--- src/rtl/alu_pkg.sv ---
// Shared types for the ALU sequencer: opcodes, controller states and result flags.
package alu_pkg;

    typedef enum logic [2:0] {
        OP_ADD  = 3'b000,
        OP_SUB  = 3'b001,
        OP_AND  = 3'b010,
        OP_OR   = 3'b011,
        OP_XOR  = 3'b100,
        OP_SHL  = 3'b101,
        OP_MUL  = 3'b110,
        OP_RSVD = 3'b111
    } op_t;

    typedef enum logic [1:0] {
        IDLE = 2'd0,
        MUL  = 2'd1,
        DONE = 2'd2
    } state_t;

    typedef struct packed {
        logic carry;
        logic zero;
        logic err;
    } flag_t;

endpackage

--- src/rtl/alu_exec.sv ---
// Combinational execute stage for every opcode except MUL, which the sequencer iterates.
module alu_exec
    import alu_pkg::*;
#(
    parameter int N = 4
) (
    input  logic [N-1:0] a,
    input  logic [N-1:0] b,
    input  op_t          op,
    output logic [N-1:0] result,
    output flag_t        flags
);

    localparam int SW  = $clog2(N);
    // Wide enough to hold a shifted by the largest encodable amount, so no bit is lost.
    localparam int SHW = N + (1 << SW);

    logic [N:0]     sum_s;
    logic [N:0]     diff_s;
    logic [SW-1:0]  sh_s;
    logic [SHW-1:0] shl_s;

    assign sum_s  = {1'b0, a} + {1'b0, b};
    assign diff_s = {1'b0, a} - {1'b0, b};
    assign sh_s   = b[SW-1:0];
    assign shl_s  = {{(SHW-N){1'b0}}, a} << sh_s;

    // Opcode decode into result and flags; zero always follows the final result.
    always_comb begin
        result = '0;
        flags  = '0;
        case (op)
            OP_ADD: begin
                result      = sum_s[N-1:0];
                flags.carry = sum_s[N];
            end
            OP_SUB: begin
                result      = diff_s[N-1:0];
                flags.carry = diff_s[N];
            end
            OP_AND:  result = a & b;
            OP_OR:   result = a | b;
            OP_XOR:  result = a ^ b;
            OP_SHL: begin
                result      = shl_s[N-1:0];
                flags.carry = |shl_s[SHW-1:N];
            end
            OP_RSVD: flags.err = 1'b1;
            default: result = '0;
        endcase
        flags.zero = (result == '0);
    end

endmodule

--- src/rtl/alu_sequencer.sv ---
// Command sequencer: accepts one op, runs it (MUL as N shift-add steps) and holds the result until taken.
module alu_sequencer
    import alu_pkg::*;
#(
    parameter int N = 4
) (
    input  logic         clk,
    input  logic         rst_n,
    input  logic         in_valid,
    output logic         in_ready,
    input  logic [N-1:0] a,
    input  logic [N-1:0] b,
    input  logic [2:0]   op,
    output logic         out_valid,
    input  logic         out_ready,
    output logic [N-1:0] result,
    output logic         carry,
    output logic         zero,
    output logic         err
);

    localparam int CW = $clog2(N);

    state_t           state_r;
    state_t           next_state_s;
    logic [N-1:0]     a_r;
    logic [N-1:0]     b_r;
    op_t              op_r;
    logic [2*N-1:0]   mcand_r;
    logic [N-1:0]     mplier_r;
    logic [2*N-1:0]   acc_r;
    logic [2*N-1:0]   addend_s;
    logic [2*N-1:0]   acc_step_s;
    logic [CW-1:0]    cnt_r;
    logic [N-1:0]     result_r;
    flag_t            flags_r;
    logic             out_valid_r;
    logic [N-1:0]     exec_result_s;
    flag_t            exec_flags_s;
    logic             in_ready_s;
    logic             accept_s;
    logic             mul_last_s;
    logic             handshake_s;

    alu_exec #(.N(N)) u_exec (
        .a      (a_r),
        .b      (b_r),
        .op     (op_r),
        .result (exec_result_s),
        .flags  (exec_flags_s)
    );

    assign in_ready_s  = (state_r == IDLE);
    assign accept_s    = in_valid & in_ready_s;
    assign mul_last_s  = (state_r == MUL) && (cnt_r == CW'(N-1));
    assign handshake_s = (state_r == DONE) & out_valid_r & out_ready;

    assign in_ready  = in_ready_s;
    assign out_valid = out_valid_r;
    assign result    = result_r;
    assign carry     = flags_r.carry;
    assign zero      = flags_r.zero;
    assign err       = flags_r.err;

    // State register.
    always_ff @(posedge clk or negedge rst_n) begin
        if (!rst_n) begin
            state_r <= IDLE;
        end else begin
            state_r <= next_state_s;
        end
    end

    // Next-state decode.
    always_comb begin
        next_state_s = state_r;
        case (state_r)
            IDLE: begin
                if (in_valid) begin
                    if (op_t'(op) == OP_MUL) begin
                        next_state_s = MUL;
                    end else begin
                        next_state_s = DONE;
                    end
                end else begin
                    next_state_s = IDLE;
                end
            end
            MUL: begin
                if (mul_last_s) begin
                    next_state_s = DONE;
                end else begin
                    next_state_s = MUL;
                end
            end
            DONE: begin
                if (handshake_s) begin
                    next_state_s = IDLE;
                end else begin
                    next_state_s = DONE;
                end
            end
            default: next_state_s = IDLE;
        endcase
    end

    // One shift-add step: add the multiplicand when the multiplier LSB is set.
    always_comb begin
        if (mplier_r[0]) begin
            addend_s = mcand_r;
        end else begin
            addend_s = '0;
        end
    end

    assign acc_step_s = acc_r + addend_s;

    // Operand latch and multiply iteration registers.
    always_ff @(posedge clk or negedge rst_n) begin
        if (!rst_n) begin
            a_r      <= '0;
            b_r      <= '0;
            op_r     <= OP_ADD;
            mcand_r  <= '0;
            mplier_r <= '0;
            acc_r    <= '0;
            cnt_r    <= '0;
        end else if (accept_s) begin
            a_r      <= a;
            b_r      <= b;
            op_r     <= op_t'(op);
            mcand_r  <= {{N{1'b0}}, a};
            mplier_r <= b;
            acc_r    <= '0;
            cnt_r    <= '0;
        end else if (state_r == MUL) begin
            acc_r    <= acc_step_s;
            mcand_r  <= mcand_r << 1;
            mplier_r <= mplier_r >> 1;
            cnt_r    <= cnt_r + CW'(1);
        end
    end

    // Output registers: single-cycle ops resolve on the first DONE cycle, MUL on its last step.
    always_ff @(posedge clk or negedge rst_n) begin
        if (!rst_n) begin
            result_r    <= '0;
            flags_r     <= '0;
            out_valid_r <= 1'b0;
        end else if (mul_last_s) begin
            result_r      <= acc_step_s[N-1:0];
            flags_r.carry <= |acc_step_s[2*N-1:N];
            flags_r.zero  <= (acc_step_s[N-1:0] == '0);
            flags_r.err   <= 1'b0;
            out_valid_r   <= 1'b1;
        end else if ((state_r == DONE) && !out_valid_r) begin
            result_r    <= exec_result_s;
            flags_r     <= exec_flags_s;
            out_valid_r <= 1'b1;
        end else if (handshake_s) begin
            out_valid_r <= 1'b0;
        end
    end

endmodule

--- config.mk ---
export PLATFORM = sky130hd
export DESIGN_NAME = alu_sequencer
export DESIGN_NICKNAME = d
export VERILOG_FILES = /design/src/rtl/alu_pkg.sv /design/src/rtl/alu_exec.sv /design/src/rtl/alu_sequencer.sv
export SDC_FILE = /design/constraint.sdc
export NUM_CORES = 1
export LEC_CHECK = 0
export CAP_MARGIN = 40
export CORE_MARGIN = 2
export CORE_UTILIZATION = 25
export CTS_BUF_LIST = sky130_fd_sc_hd__clkbuf_8
export DETAILED_ROUTE_END_ITERATION = 12
export DONT_BUFFER_PORTS = 1
export PLACE_DENSITY_LB_ADDON = 0.15
export SLEW_MARGIN = 10
export SYNTH_ARGS = -nofsm -noshare
export SYNTH_HDL_FRONTEND = slang
export SYNTH_SLANG_ARGS = --single-unit
--- constraint.sdc ---
create_clock -name clk -period 4.95 [get_ports clk]
set_input_delay 0.495 -clock clk [delete_from_list [all_inputs] [get_ports clk]]
set_output_delay 0.495 -clock clk [all_outputs]
set_load 0.02 [all_outputs]
==> results by group <==
Layout
  – Final Cell Area: 3010 sq um
  – Area Overhead vs Synth: 9.23%
  – Antenna cell count: 0
  – Final Net Count: 349
  – Fraction of layout cells with a size suffix above 1: 0.0418

Routing
  – Vias per cell: 4.65
  – Total Wirelength: roughly 7000 um
  – Number of antenna-violating nets in the routed design: 0
  – Routed via count: 2,098
  – TritonRoute pass-1 iters: 4
  – Routed wire per std cell: 15.7 um
  – Initial drt markers: about 130
  – DRC: 0

Clock tree
  – CTS Sinks: 43
  – Post-CTS Hold Buffers: 1
  – CTS tree: yes
  – Post_cts resized: 0
  – Worst-skew pair later-pin latency: between 200 and 300 ps
  – Clk root buf: clkbuf_8
  – Clock buffer depth: 2
  – Clk pin slew, worst setup/hold paths: 80 ps
  – Cts bufs inserted: 5
  – Setup repair bufs after CTS: 0
  – H-tree depth: 2

Logic synthesis
  – Synth Area in Adders: 0.117
  – Post-Synthesis Cells: 314
  – Compound-cell area share of the yosys netlist: 0.184
  – Synth warnings: 0
  – Largest family of logic cells by synthesized area: simple AND/OR/NAND/NOR gates
  – Register bit count reported by yosys: 43
  – Simple-gate area share of the yosys netlist: 0.194
  – Mapped Area: 2750 sq um
  – Register area share after synthesis: 0.391
  – Syn nets: ~350
  – Mux share of post-synthesis cell area: 0.0337
  – Post-synthesis xor/xnor area fraction: 0.0255
  – Syn Area/Cell: 8.76 sq um
  – Post-synth cell types: 44

Critical path
  – Worst Path Buf+Inv: 0
  – Crit path launch type: flop
  – R2R depth: 9
  – Critical-path cell list: and2_1 -> ha_1 -> fa_1 -> a21o_1 -> a21o_1 -> a311oi_1 -> a21oi_1 -> nor4b_1 -> a32oi_1
  – Critical Path AT: 2620 ps
  – Worst R2R Start: mplier_r[0]
  – Slowest cell delay on critical path: 450 ps
  – WP data required: approximately 5100 ps
  – Most used cell, CP: a21o_1
  – CP Class: flop to flop
  – Critical path capture point type: flop
  – Slowest-stage cell, CP: dfrtp_1
  – R2R setup slack: 2490 ps
  – Cell family with most CP delay: compound AO/OA/AOI/OAI gates
  – Critical R2R Capture: carry
  – Crit-path max FO: 9

Global routing
  – Largest net degree at the start of global routing: 44
  – Initial antenna violation count: 0
  – Vias in the first global route: approximately 2,100
  – GRT Util Overall: 0.126
  – First-pass GRT wire length: 11,600 um
  – GR Overflow Total: 0

Floorplan
  – Chip height: between 100 and 150 um
  – Ports: 24
  – Die Area: 11,900 sq um
  – Core area: 10,800 sq um
  – Initial Util: 0.255
  – DIE WIDTH: 109 um
  – Rows: 38

Timing
  – Fmax achieved: 0.406 GHz
  – Max-slew violation count: 0
  – Tightest Pin Transition: between 800 and 900 ps
  – Fin. Hold Viols: 0
  – Minimum clock period after layout: between 2000 and 2500 ps
  – Relative slew slack: 0.426
  – Setup TNS: 0 ps
  – Setup violators final: 0
  – Skew final: 5.27 ps
  – RSZ-0062 raised after global routing: no
  – Period utilization: 0.497
  – Fin Hold WS: 27.9 ps

Pwr
  – P_sw: 783 uW
  – Peak supply drop: 0.000162 V
  – Switching portion of total power: 0.456
  – Combinational share of power: 0.460
  – PD cells: 571 nW/um^2
  – Clock network power share: 0.144
  – Lkg Pwr: approximately 1.4 nW
  – Sequential share of power: 0.396
  – Int Pwr: 933 uW

Placed design
  – DP HPWL: ~5400 um
  – Placed instance area: 2880 sq um
  – Placer congestion estimate: between 0.8 and 0.9
  – # port buffers: 0

Worst hold path
  – Type of the worst min-delay path: input port to asynchronous set/reset pin

Job
  – Max capacitance violation total: 0

Outcome
  – Status: complete, no violations
cell usage after synthesis:
library cell / instances / share of area
a311o_1: 1 / 0.0036
o21ai_0: 31 / 0.056
ha_1: 21 / 0.095
clkbuf_1: 11 / 0.015
a22o_1: 2 / 0.0064
mux2i_1: 7 / 0.025
and2b_2: 1 / 0.0032
nor3_1: 4 / 0.0073
a311oi_1: 2 / 0.0064
a21oi_1: 16 / 0.029
fa_1: 3 / 0.022
a211oi_1: 2 / 0.0055
buf_6: 2 / 0.0082
inv_1: 21 / 0.029
a21boi_0: 1 / 0.0027
o22a_1: 2 / 0.0064
nor2b_1: 1 / 0.0023
a41oi_1: 2 / 0.0064
o21a_1: 1 / 0.0027
nand3b_1: 1 / 0.0027
nor2_1: 16 / 0.022
mux4_2: 1 / 0.0082
o221a_2: 1 / 0.0041
xnor2_1: 7 / 0.022
a22oi_1: 3 / 0.0082
a21o_1: 5 / 0.014
and2_1: 8 / 0.018
nand4_1: 2 / 0.0045
and3_1: 3 / 0.0068
a32o_1: 1 / 0.0036
o211ai_1: 2 / 0.0055
and3b_1: 1 / 0.0032
nor4b_1: 1 / 0.0032
xor2_1: 1 / 0.0032
o21bai_1: 3 / 0.0082
nand3_1: 22 / 0.040
a32oi_1: 1 / 0.0032
clkbuf_4: 1 / 0.0027
dfrtp_1: 43 / 0.39
a211o_1: 1 / 0.0032
a31oi_1: 1 / 0.0023
nand2_1: 51 / 0.070
nand2b_1: 5 / 0.011
o2111ai_1: 2 / 0.0064
layout by cell type (no fill, tap or decap), types with 2 or more instances in the layout:
cell type	netlist	final
a211oi_1	2	2
a21o_1	5	5
a21oi_1	16	16
a22o_1	2	2
a22oi_1	3	3
a311oi_1	2	2
a41oi_1	2	2
and2_1	8	8
and3_1	3	3
clkbuf_8	0	7
dfrtp_1	43	43
fa_1	3	3
ha_1	21	21
inv_1	21	22
mux2i_1	7	7
nand2_1	51	51
nand2b_1	5	5
nand3_1	22	22
nand4_1	2	2
nor2_1	16	16
nor3_1	4	4
o2111ai_1	2	2
o211ai_1	2	2
o21ai_0	31	31
o21bai_1	3	3
o22a_1	2	2
xnor2_1	7	7
flip-flops by register name (all words and copies together), names as in the netlist:
| signal | count |
|---|---|
| acc_r | 8 |
| mcand_r | 8 |
| a_r | 4 |
| b_r | 4 |
| mplier_r | 4 |
| result | 4 |
| op_r | 3 |
| cnt_r | 2 |
| state_r | 2 |
| carry | 1 |
| err | 1 |
| out_valid | 1 |
| zero | 1 |
worst max-delay path by stage:
stage,startpoint,endpoint,cells past startpoint
floorplan,mplier_r[0],carry,9
global placement,mplier_r[0],carry,9
detailed placement,mplier_r[0],carry,9
CTS,mplier_r[0],carry,9
global route,state_r[1],mcand_r[3],5
finish,mplier_r[0],carry,9
metal layers:
metal | share of wire | global-route usage
met1 | 0.54 | 0.195
met2 | 0.40 | 0.174
met3 | 0.055 | 0.0335
met4 | 0.0062 | 0.0220
met5 | 0 | 0
logic make-up after synthesis:
group	after synthesis
AOI/OAI and AO/OA	80
xor gates and xnor gates	8
adders and majority gates	24
buffers and inverters	35
DFF	43
muxes	8
and+or+nand+nor	116
power groups by stage:
stage	clock network [mW]	registers, mW	logic (mW)
6_report	0.247	0.680	0.789
5_1_grt	0.268	0.712	0.898
4_1_cts	0.258	0.684	0.797
3_5_place_dp	0	0.690	0.782
3_3_place_gp	0	0.692	0.788
2_1_floorplan	0	0.607	0.655
stage by stage:
| step | instances | power (mW) | utilization | setup WS, ps |
|---|---|---|---|---|
| after detailed placement | 442 | 1.47 | 0.267 | 2500 |
| after global routing | 451 | 1.88 | 0.278 | 2320 |
| final | 451 | 1.72 | 0.278 | 2490 |
| after global placement | 441 | 1.48 | 0.265 | 2570 |
| after floorplan | 314 | 1.26 | - | 2710 |
| after CTS | 451 | 1.74 | 0.278 | 2490 |
final cells by class:
cell class | instances | area [sq um]
Fill cell | 1140 | 7790
Multi-Input combinational cell | 236 | 1530
Clock inverter | 1 | 3.75
Sequential cell | 43 | 1080
Inverter | 21 | 78.8
Clock buffer | 7 | 96.3
Tap cell | 140 | 175
Timing Repair Buffer | 3 | 50.0
(Power assumes the default switching activity.)
